==> src/rtl/mem_target.sv <==
// Register-file memory target: single-cycle writes, RD_LAT-cycle registered reads,
// a hardware clear sequencer and saturating write/drop counters.
module mem_target #(
  parameter int                 ADDR_W   = 4,
  parameter int                 DATA_W   = 8,
  parameter int                 RD_LAT   = 1,
  parameter logic [DATA_W-1:0]  INIT_VAL = '0
) (
  input  logic              clk,
  input  logic              rst_n,
  input  logic              we,
  input  logic [ADDR_W-1:0] addr,
  input  logic [DATA_W-1:0] wdata,
  output logic [DATA_W-1:0] rdata,
  input  logic              wr_lock,
  input  logic              clr_req,
  output logic              busy,
  output logic              clr_done,
  output logic [15:0]       wr_cnt,
  output logic [7:0]        drop_cnt,
  output logic              dbg_state
);

  localparam int DEPTH = 2 ** ADDR_W;

  if (RD_LAT < 1 || RD_LAT > 4) begin : g_bad_rd_lat
    $error("mem_target: RD_LAT must be in 1..4");
  end

  typedef enum logic {
    IDLE  = 1'b0,
    CLEAR = 1'b1
  } state_e;

  state_e              state_q, state_d;
  logic [ADDR_W-1:0]   clr_ptr_q, clr_ptr_d;
  logic [15:0]         wr_cnt_q, wr_cnt_d;
  logic [7:0]          drop_cnt_q, drop_cnt_d;
  logic [DATA_W-1:0]   mem_q [DEPTH];
  logic [DATA_W-1:0]   pipe_q [RD_LAT];

  logic                wr_acc, wr_drop, clr_wr;
  logic                mem_we;
  logic [ADDR_W-1:0]   mem_waddr;
  logic [DATA_W-1:0]   mem_wdata;
  logic [DATA_W-1:0]   stage0;

  // Write contract: an initiator write (we=1) is accepted at the edge only when
  // wr_lock=0 and no clear is running; otherwise it is dropped and counted.
  assign clr_wr  = (state_q == CLEAR);
  assign wr_acc  = we & ~wr_lock & ~clr_wr;
  assign wr_drop = we & ~wr_acc;

  always_comb begin
    mem_we    = wr_acc | clr_wr;
    mem_waddr = addr;
    mem_wdata = wdata;
    if (clr_wr) begin
      mem_waddr = clr_ptr_q;
      mem_wdata = INIT_VAL;
    end
  end

  // Write-first: whatever lands this edge on the read address is what we return.
  always_comb begin
    stage0 = mem_q[addr];
    if (mem_we && (mem_waddr == addr)) begin
      stage0 = mem_wdata;
    end
  end

  always_comb begin
    state_d   = state_q;
    clr_ptr_d = clr_ptr_q;
    case (state_q)
      IDLE: begin
        if (clr_req) begin
          state_d   = CLEAR;
          clr_ptr_d = '0;
        end
      end
      CLEAR: begin
        clr_ptr_d = clr_ptr_q + 1'b1;
        if (&clr_ptr_q) begin
          state_d = IDLE;
        end
      end
      default: state_d = IDLE;
    endcase
  end

  always_comb begin
    wr_cnt_d   = wr_cnt_q;
    drop_cnt_d = drop_cnt_q;
    if (wr_acc && (wr_cnt_q != 16'hFFFF)) begin
      wr_cnt_d = wr_cnt_q + 16'd1;
    end
    if (wr_drop && (drop_cnt_q != 8'hFF)) begin
      drop_cnt_d = drop_cnt_q + 8'd1;
    end
  end

  always_ff @(posedge clk or negedge rst_n) begin
    if (!rst_n) begin
      state_q    <= IDLE;
      clr_ptr_q  <= '0;
      wr_cnt_q   <= '0;
      drop_cnt_q <= '0;
    end else begin
      state_q    <= state_d;
      clr_ptr_q  <= clr_ptr_d;
      wr_cnt_q   <= wr_cnt_d;
      drop_cnt_q <= drop_cnt_d;
    end
  end

  always_ff @(posedge clk or negedge rst_n) begin
    if (!rst_n) begin
      for (int i = 0; i < DEPTH; i++) begin
        mem_q[i] <= INIT_VAL;
      end
    end else if (mem_we) begin
      mem_q[mem_waddr] <= mem_wdata;
    end
  end

  always_ff @(posedge clk or negedge rst_n) begin
    if (!rst_n) begin
      for (int i = 0; i < RD_LAT; i++) begin
        pipe_q[i] <= '0;
      end
    end else begin
      pipe_q[0] <= stage0;
      for (int i = 1; i < RD_LAT; i++) begin
        pipe_q[i] <= pipe_q[i-1];
      end
    end
  end

  assign rdata     = pipe_q[RD_LAT-1];
  assign busy      = clr_wr;
  assign clr_done  = clr_wr & (&clr_ptr_q);
  assign wr_cnt    = wr_cnt_q;
  assign drop_cnt  = drop_cnt_q;
  assign dbg_state = state_q;

endmodule

==> config.mk <==
export PLATFORM = sky130hd
export DESIGN_NAME = mem_target
export DESIGN_NICKNAME = d
export VERILOG_FILES = /design/src/rtl/mem_target.sv
export SDC_FILE = /design/constraint.sdc
export NUM_CORES = 1
export LEC_CHECK = 0
export CAP_MARGIN = 20
export CORE_UTILIZATION = 25
export CTS_BUF_LIST = sky130_fd_sc_hd__clkbuf_8
export CTS_CLUSTER_DIAMETER = 50
export DETAILED_ROUTE_END_ITERATION = 16
export SYNTH_ARGS = -nofsm -noshare
export SYNTH_HDL_FRONTEND = slang
export SYNTH_SLANG_ARGS = --single-unit
==> constraint.sdc <==
create_clock -name clk -period 2.24 [get_ports clk]
set_input_delay 0.224 -clock clk [delete_from_list [all_inputs] [get_ports clk]]
set_output_delay 0.224 -clock clk [all_outputs]
set_load 0.01 [all_outputs]
## Word level (Yosys, flattened, before mapping)

Index checks and enable logic that the tools add are counted.

| storage, ports and cells | value |
|---|---|
| latch bits | 0 |
| ROM bits | 0 |
| output and inout port bits | 35 |
| bits in registers | 165 |
| memories | 0 |
| input bits | 17 |
| RAM bits | 0 |

| operators by class | value |
|---|---|
| div/mod/pow operators | 0 |
| multiplexer cells | 14 |
| magnitude comparators | 3 |
| bitwise operators | 10 |
| multiply operators | 0 |
| eq/ne operators | 4 |
| $add $sub $neg | 3 |
| shift operators | 0 |
| reduce and logical (&&, ||, !) cells | 5 |

Operators by type and width:

| kind | number |
|---|---|
| 128-bit bitwise mux | 1 |
| 8-bit 2-to-1 mux | 5 |
| 8-bit binary-select mux with 4-bit select | 1 |
| 8-bit demux with 4-bit select | 1 |
| 16-bit by 1-bit adder with 16-bit output, second input constant | 1 |
| 16-bit != test, second input constant | 1 |
| 5-bit >= comparator, second input constant | 2 |
| 4-bit NOT with 5-bit output | 2 |
| 8-bit by 1-bit adder with 8-bit output, second input constant | 1 |
| 4-bit 2-to-1 mux | 2 |
| 8-bit != test, second input constant | 1 |
| 4-bit one-hot mux with 2 select lines | 1 |
| 5-bit by 1-bit less-than comparator with 1-bit output, second input constant | 1 |
| 4-bit by 1-bit adder with 4-bit output, second input constant | 1 |
| 1-bit bitwise AND | 4 |
| 4-bit equality test | 1 |
| 1-bit logical AND | 4 |
| 4-bit AND reduction | 1 |
| 1-bit NOT | 3 |
| 1-bit 2-to-1 mux | 2 |
| 2-bit != test, second input constant | 1 |
| 1-bit one-hot mux with 2 select lines | 1 |
| 1-bit OR | 1 |

## Logic depth before layout (Yosys ltp)

Gate-level depths: netlist of the first run.

| depth | value |
|---|---|
| depth in word-level cells | 7 |
| mapped depth | 6 |

## Worst setup path after synthesis of the first run

No wires, ideal clock.

| timing | value |
|---|---|
| path type | flip-flop to flip-flop |
| start point | register wr_cnt_q[0], in the netlist wr_cnt[0] |
| end point | register wr_cnt_q[1], in the netlist wr_cnt[1] |
| cell stages (with the launch flop) | 6 |
| required time | 2.115 ns |
| data arrival time | 1.892 ns |
| path buffers | 0 |
| slack | 0.223 ns |
| period minus slack after synthesis | 2.017 ns |
| path through | dfrtp_1 ha_1 nand3_1 nor4_2 a21o_1 mux2_2 |

| between the ends | value |
|---|---|
| word-level cells in the longest chain between the ends | 2 |
| elaborated cells on any way between the ends | 3 |
| those cells by class | 1 x add/sub; 1 x eq/ne; 1 x reduce/logical |

Ends and longest elaborated chain:

| what | RTL line | RTL |
|---|---|---|
| start: declaration | 37 | `logic [15:0] wr_cnt_q, wr_cnt_d;` |
| start signal: assignment | 112 | `wr_cnt_q <= wr_cnt_d;` |
| branches (longest 2 deep; another with 16-bit by 1-bit adder with 16-bit output) | n/a |  |

Several ways; the timed one is not identified.
A chain may end at the register's enable or synchronous reset.

## Worst setup path in the final report of the first run

| timing | value |
|---|---|
| start point | register state_q, in the netlist busy |
| end point | output clr_done |

| between the ends | value |
|---|---|
| word-level cells in the longest chain between the ends | 1 |

Ends and longest elaborated chain:

| what | RTL line | RTL |
|---|---|---|
| start: declaration | 35 | `state_e state_q, state_d;` |
| start signal: assignment | 110 | `state_q <= state_d;` |
| 1-bit bitwise AND | 142 | `assign clr_done = clr_wr & (&clr_ptr_q);` |
| end: declaration | 18 | `output logic clr_done,` |

No other way between the ends.

==> results.txt, run 1 <==
placed cells - 1,002
maximum vdd drop - 0.000435 V
critical path's slowest cell - clkdlybuf4s50_1
Clk Latency, worst-skew pair - 0.46 ns
vias in the first global route - 4,817
final hold vios - 0
gpl congestion - 0.722
1st-iter DRT viols - 287
Syn Nets - 564
crit-path cells - buf_12, and3_1, and2_1, clkdlybuf4s50_1
synth top area cells - dfrtp_1 53%, mux2_2 18%, mux4_2 9.2%
Detailed Route WL - 17,100 um
Warnings, synthesis - 0
NumNets Final - 648
aggregate global routing overflow - 0
port bufs - 51
worst path bufs/invs - 2
Top Ports - 52
Final Cell Area - 9590 um^2
setup slack, reg-to-reg - 0.18 ns
DP HPWL - 11,600 um
unrepaired setup endpoints after global routing - false
most frequent cell after synthesis - dfrtp_1
die area - 32,000 um^2
Hold WC Path Type - in -> async
number of CTS-inserted buffers - 17
Chip Height - 179 um
Synth async-reset ratio - 100%
skew final - 0.0133 ns
core area - 30,700 um^2
Max Buffers Root-to-Sink - 2
Yosys top cell area share - 52.7%
site row count - 64
CTS H-tree depth - 4
outcome - complete, no violations
Synth top cells by count - 165 x dfrtp_1, 127 x mux2_2, 32 x mux4_2
slowest stage delay, CP - 0.55 ns
Final Setup Violations - 0
DRC violations left - 0
Max Transition Viols Final - 0
Post-synth EDFFs - 0
DP Area - 9150 um^2
sequential share of the synthesized area - 52.7%
Fmax - 478 MHz
max_slew headroom - 56.5%
Initial Utilization - 25.5%
DR vias - 4,691
Critical Path RT - 2.02 ns
detailed-route wire length per cell - 16.5 um
reg-to-reg endpoint - mem_q[49]$_DFFE_PN0P_
Post-Synthesis Cell Area - 7830 um^2
Max FO, Critical Path - 16
leakage power - 4.38 nW
reg2reg start - busy$_DFF_PN0_
share of cells above drive strength 1 - 41.5%
GRT Overall Usage - 11.6%
Via density - 4.52
Min Clock Period, post-route - 2.09 ns
instance count on the critical path - 4
Slew @ Worst Pin - 0.650 ns
initial antenna violation count - 0
max_cap viols - 0
critical path launch point type - register
CTS tree - yes
kind of critical path - reg -> out
largest net degree at the start of global routing - 60
Worst Path Arrival - 1.87 ns
PwrDens - 1130 nW/um^2
cell family with most CP delay - buffers and inverters
diodes inserted - 0
Cells after Synth - 544
DIE WIDTH - 179 um
Worst R2R Path Depth - 6
fin crit share - 93.3%
post-synth top area cell - dfrtp_1
Yosys cell types - 55
Worst-path clk slew - 0.08 ns
first-pass GRT wire length - 28,100 um
Main synth FF type - dfrtp_1
crit end category - output pin
Clock Root Buffer - clkbuf_8
CTS sink cnt - 165
Avg Synthesized Cell Area - 14.4 um^2
Yosys reg bits - 165
router iterations before antenna repair - 4
Area growth, synth to finish - 22.5%
Post-DRT Antenna Nets - 0
final cell count without fillers - 1,037
## flip-flops by register name (all words and copies together) (netlist names)
| name | flops |
|---|---|
| busy | 1 |
| wr_cnt | 16 |
| clr_ptr_q | 4 |
| drop_cnt | 8 |
| rdata | 8 |
| mem_q | 128 |
## report_power, final
group / leakage (nW) / internal, mW / switching (mW) / total [mW]
Clock: 0.206 / 1.00 / 1.14 / 2.15
Sequential: 2.25 / 4.16 / 0.688 / 4.85
Combinational: 1.92 / 2.29 / 1.57 / 3.86
Total: 4.38 / 7.46 / 3.40 / 10.9
## kinds of logic (layout without fill, tap and decap cells)
| family | Yosys count | after routing | share of synthesized area, % |
|---|---|---|---|
| AOI/OAI and AO/OA | 34 | 34 | 3.28 |
| xor gates and xnor gates | 24 | 24 | 2.68 |
| adders and majority gates | 3 | 3 | 0.479 |
| buffers and inverters | 30 | 127 | 2.00 |
| DFF | 165 | 165 | 52.7 |
| muxes | 188 | 188 | 31.7 |
| and+or+nand+nor | 100 | 100 | 7.11 |
## stage by stage
stage	util, %	setup TNS (ns)	setup slack (ns)	hold slack, ns	power [mW]
final	31.3	0	0.150	0.292	10.9
after global routing	31.3	0	0.0159	0.347	11.6
after CTS	31.2	0	0.0110	0.318	11.0
after detailed placement	29.8	-0.464	-0.0579	0.254	8.78
after global placement	29.8	-0.331	-0.0371	0.254	8.68
after floorplan	-	0	0.223	-0.0716	7.38
## placed cells by master, fill, tap and decap left out, drive strengths merged, types with 7 or more instances in the layout
| master | count |
|---|---|
| mux2 | 138 |
| nor2 | 13 |
| inv | 7 |
| clkinv | 7 |
| clkdlybuf4s50 | 48 |
| o21ai | 12 |
| nand2 | 32 |
| buf | 43 |
| mux4 | 32 |
| clkbuf | 17 |
| xnor2 | 7 |
| mux2i | 18 |
| nor2b | 12 |
| nand4 | 9 |
| xor2 | 17 |
| dfrtp | 165 |
## routing by layer
layer / track usage [%] / share of wire, % / vias to the layer above
met4: 3.71 / 1.1 / 0
met5: 0 / 0 / -
met3: 1.97 / 1.7 / 12
met2: 18.0 / 47 / 45
li1: - / - / 2178
met1: 16.4 / 50 / 2456
## worst max-delay path by stage
| stage | startpoint | to | slack (ns) |
|---|---|---|---|
| 6_report | busy$_DFF_PN0_ | clr_done | 0.15 |
| 5_1_grt | clr_ptr_q[0]$_DFFE_PN0P_ | clr_done | 0.02 |
| 3_3_place_gp | we | mem_q[71]$_DFFE_PN0P_ | -0.04 |
| 2_1_floorplan | wr_cnt[0]$_DFFE_PN0P_ | wr_cnt[1]$_DFFE_PN0P_ | 0.22 |
| 4_1_cts | clr_ptr_q[1]$_DFFE_PN0P_ | clr_done | 0.01 |
| 3_5_place_dp | we | mem_q[69]$_DFFE_PN0P_ | -0.06 |
## area by class of cell
| type | instances | area, um^2 |
|---|---|---|
| fill | 3046 | 21100 |
| sequential | 165 | 4130 |
| multi-input combinational | 349 | 3550 |
| timing repair buffer | 93 | 1020 |
| tap | 396 | 495 |
| clock buffer | 17 | 234 |
| clock inverter | 15 | 156 |
| inverter | 2 | 7.51 |
## repair_timing
| action | 4_1_cts | 5_1_grt |
|---|---|---|
| hold buffers | 1 | 0 |
| endpoints found under the setup margin | 1 | 1 |
| buffers inserted | 0 | 1 |
| resized for setup | 1 | 1 |
| pin swaps | 0 | 0 |
| cloned | 1 | 0 |
| hold endpoints to repair | 54 | 0 |
Power figures use the tool's default switching activity.
==> run 2: changes to the inputs <==
- CORE_MARGIN: not set -> 2
- HOLD_SLACK_MARGIN: not set -> 0.08
==> run 2 against run 1 <==
Against the previous run: non-clock buffer count is 3 lower; sequential share of layout area is 0.49 points higher; total power down 0.12%; combinational power about the same; hold slack got worse by 0.15 ns; critical path depth shrank 1; first-iteration DRC count fell by 2.8%.
==> results.txt, run 2 (same netlist as run 1, synthesis figures left out) <==
outcome - complete, no violations
Top Ports - 52 (unchanged)
kind of critical path - reg -> out
Min Clock Period, post-route - 2.14 ns (+0.0496 ns)
Detailed Route WL - 17,500 um (+2.4%)
crit-path cells - ha_1, and2_1, clkdlybuf4s50_1
CTS tree - yes
Min Hold Slack - 0.138 ns (-0.154 ns)
GRT Overall Usage - 11.2% (-0.38 points)
DP HPWL - 11,500 um (-1.1%)
worst path bufs/invs - 1 (-1)
Hold WC Path Type - in -> async
aggregate global routing overflow - 0 (unchanged)
initial antenna violation count - 0 (unchanged)
core area - 30,700 um^2 (+0.26%)
max_slew headroom - 59.5% (+3.0 points)
Clock Root Buffer - clkbuf_8
Core Util, Final - 30.8% (-0.42 points)
CTS sink cnt - 165 (unchanged)
share of cells above drive strength 1 - 41.0% (-0.49 points)
DRC violations left - 0 (unchanged)
Worst R2R Path Depth - 6 (unchanged)
1st-iter DRT viols - 279 (-2.8%)
Reg area - 4130 um^2 (about the same)
commonest non-fill, non-tap cell in the layout - dfrtp_1
fin crit share - 95.5% (+2.2 points)
critical path launch point type - register
die area - 32,800 um^2 (+2.2%)
diodes inserted - 0 (unchanged)
Clk Latency, worst-skew pair - 0.46 ns (about the same)
first-pass GRT wire length - 28,600 um (+1.6%)
setup slack, reg-to-reg - 0.15 ns (-0.03 ns)
Fill cells - 3,091 (+1.5%)
cell family with most CP delay - buffers and inverters
Worst Path Arrival - 1.92 ns (+0.05 ns)
Final Setup Violations - 0 (unchanged)
vias in the first global route - 4,975 (+3.3%)
Final Cell Area - 9490 um^2 (-1.1%)
area of the multi-input gates - 3550 um^2 (unchanged)
Initial Utilization - 25.5% (-0.066 points)
final cell count without fillers - 1,030 (-0.68%)
placed cells - 999 (-0.30%)
Max FO, Critical Path - 11 (-5)
Max Buffers Root-to-Sink - 2 (unchanged)
site row count - 64 (unchanged)
most frequent cells in the layout - 162 x dfrtp_1, 127 x mux2_2, 48 x clkdlybuf4s50_1
skew final - 0.0123 ns (-0.00103 ns)
Max Transition Viols Final - 0 (unchanged)
slowest stage delay, CP - 0.55 ns (about the same)
Chip Height - 181 um (+1.1%)
DIE WIDTH - 181 um (+1.1%)
Post-DRT Antenna Nets - 0 (unchanged)
max_cap viols - 0 (unchanged)
reg-to-reg endpoint - mem_q[61]$_DFFE_PN0P_
maximum vdd drop - 0.000465 V (+7.0%)
DP Area - 9060 um^2 (-0.93%)
Critical Path RT - 2.02 ns (about the same)
Area growth, synth to finish - 21.1%
PwrDens - 1140 nW/um^2 (+0.98%)
Biggest register - mem_q
Worst-path clk slew - 0.08 ns (about the same)
worst setup path start - clr_ptr_q[1]$_DFFE_PN0P_
Slew @ Worst Pin - 0.605 ns (-0.0450 ns)
number of CTS-inserted buffers - 17 (unchanged)
gpl congestion - 0.718 (-0.55%)
Via density - 4.57 (+0.98%)
DR vias - 4,705 (+0.30%)
Fmax - 467 MHz (-2.3%)
final setup TNS - 0 ns (unchanged)
NumNets Final - 645 (-0.46%)
largest net degree at the start of global routing - 76 (+27%)
number of flip-flops under the largest register name - 128 (unchanged)
unrepaired setup endpoints after global routing - false
crit end category - output pin
port bufs - 51 (unchanged)
CTS H-tree depth - 4 (unchanged)
critical path's slowest cell - clkdlybuf4s50_1
router iterations before antenna repair - 4 (unchanged)
detailed-route wire length per cell - 17.0 um (+3.1%)
final hold vios - 0 (unchanged)
leakage power - 4.33 nW (-1.2%)
reg2reg start - busy$_DFF_PN0_
[run 2: cell count changes in the layout (fill, tap and decap cells not counted), sizes merged]
cell / change
buf: -3
inv: -3
clkinv: -3
clkbuf: +2
[run 2: how the worst max path moves through the flow]
| stage | end | slack, ns | depth (start not counted) |
|---|---|---|---|
| floorplan | wr_cnt[1]$_DFFE_PN0P_ | 0.22 | 5 |
| global placement | mem_q[71]$_DFFE_PN0P_ | -0.05 | 6 |
| detailed placement | mem_q[68]$_DFFE_PN0P_ | -0.09 | 6 |
| CTS | clr_done | 0.04 | 4 |
| global route | clr_done | 0.02 | 3 |
| finish | clr_done | 0.1 | 3 |
[run 2: through the flow]
| step | worst slack (ns) | power (mW) |
|---|---|---|
| after floorplan | 0.223 | 7.38 |
| after global placement | -0.0544 | 8.66 |
| after detailed placement | -0.0889 | 8.78 |
| after CTS | 0.0369 | 10.9 |
| after global routing | 0.0194 | 11.5 |
| final | 0.100 | 10.8 |
[run 2: metal layers]
layer / part of all wire, % / vias up / GRT usage, %
li1: - / 2175 / -
met2: 48 / 45 / 17.6
met1: 49 / 2469 / 15.5
met4: 1.4 / 0 / 3.90
met5: 0 / - / 0
met3: 2.3 / 16 / 2.16
[run 2: what timing repair did]
item	in CTS	in global routing
resized for setup	2	1
hold buffers	1	0
hold endpoints to repair	165	0
gates cloned	1	0
setup endpoints to repair	1	1
setup buffers	0	1
[run 2: area by class of cell]
cell class	count	area share, %
well taps	396	5.22
clock inverters	9	1.13
multi-input cells	349	37.4
repair buffers	90	9.85
inverters	2	0.0791
clock buffers	19	2.76
flip-flops and latches	165	43.6
[run 2: power by group]
| part | switching (mW) | internal (mW) |
|---|---|---|
| Clock | 1.08 | 1.02 |
| Combinational | 1.59 | 2.27 |
| Sequential | 0.710 | 4.16 |
| Total | 3.38 | 7.46 |
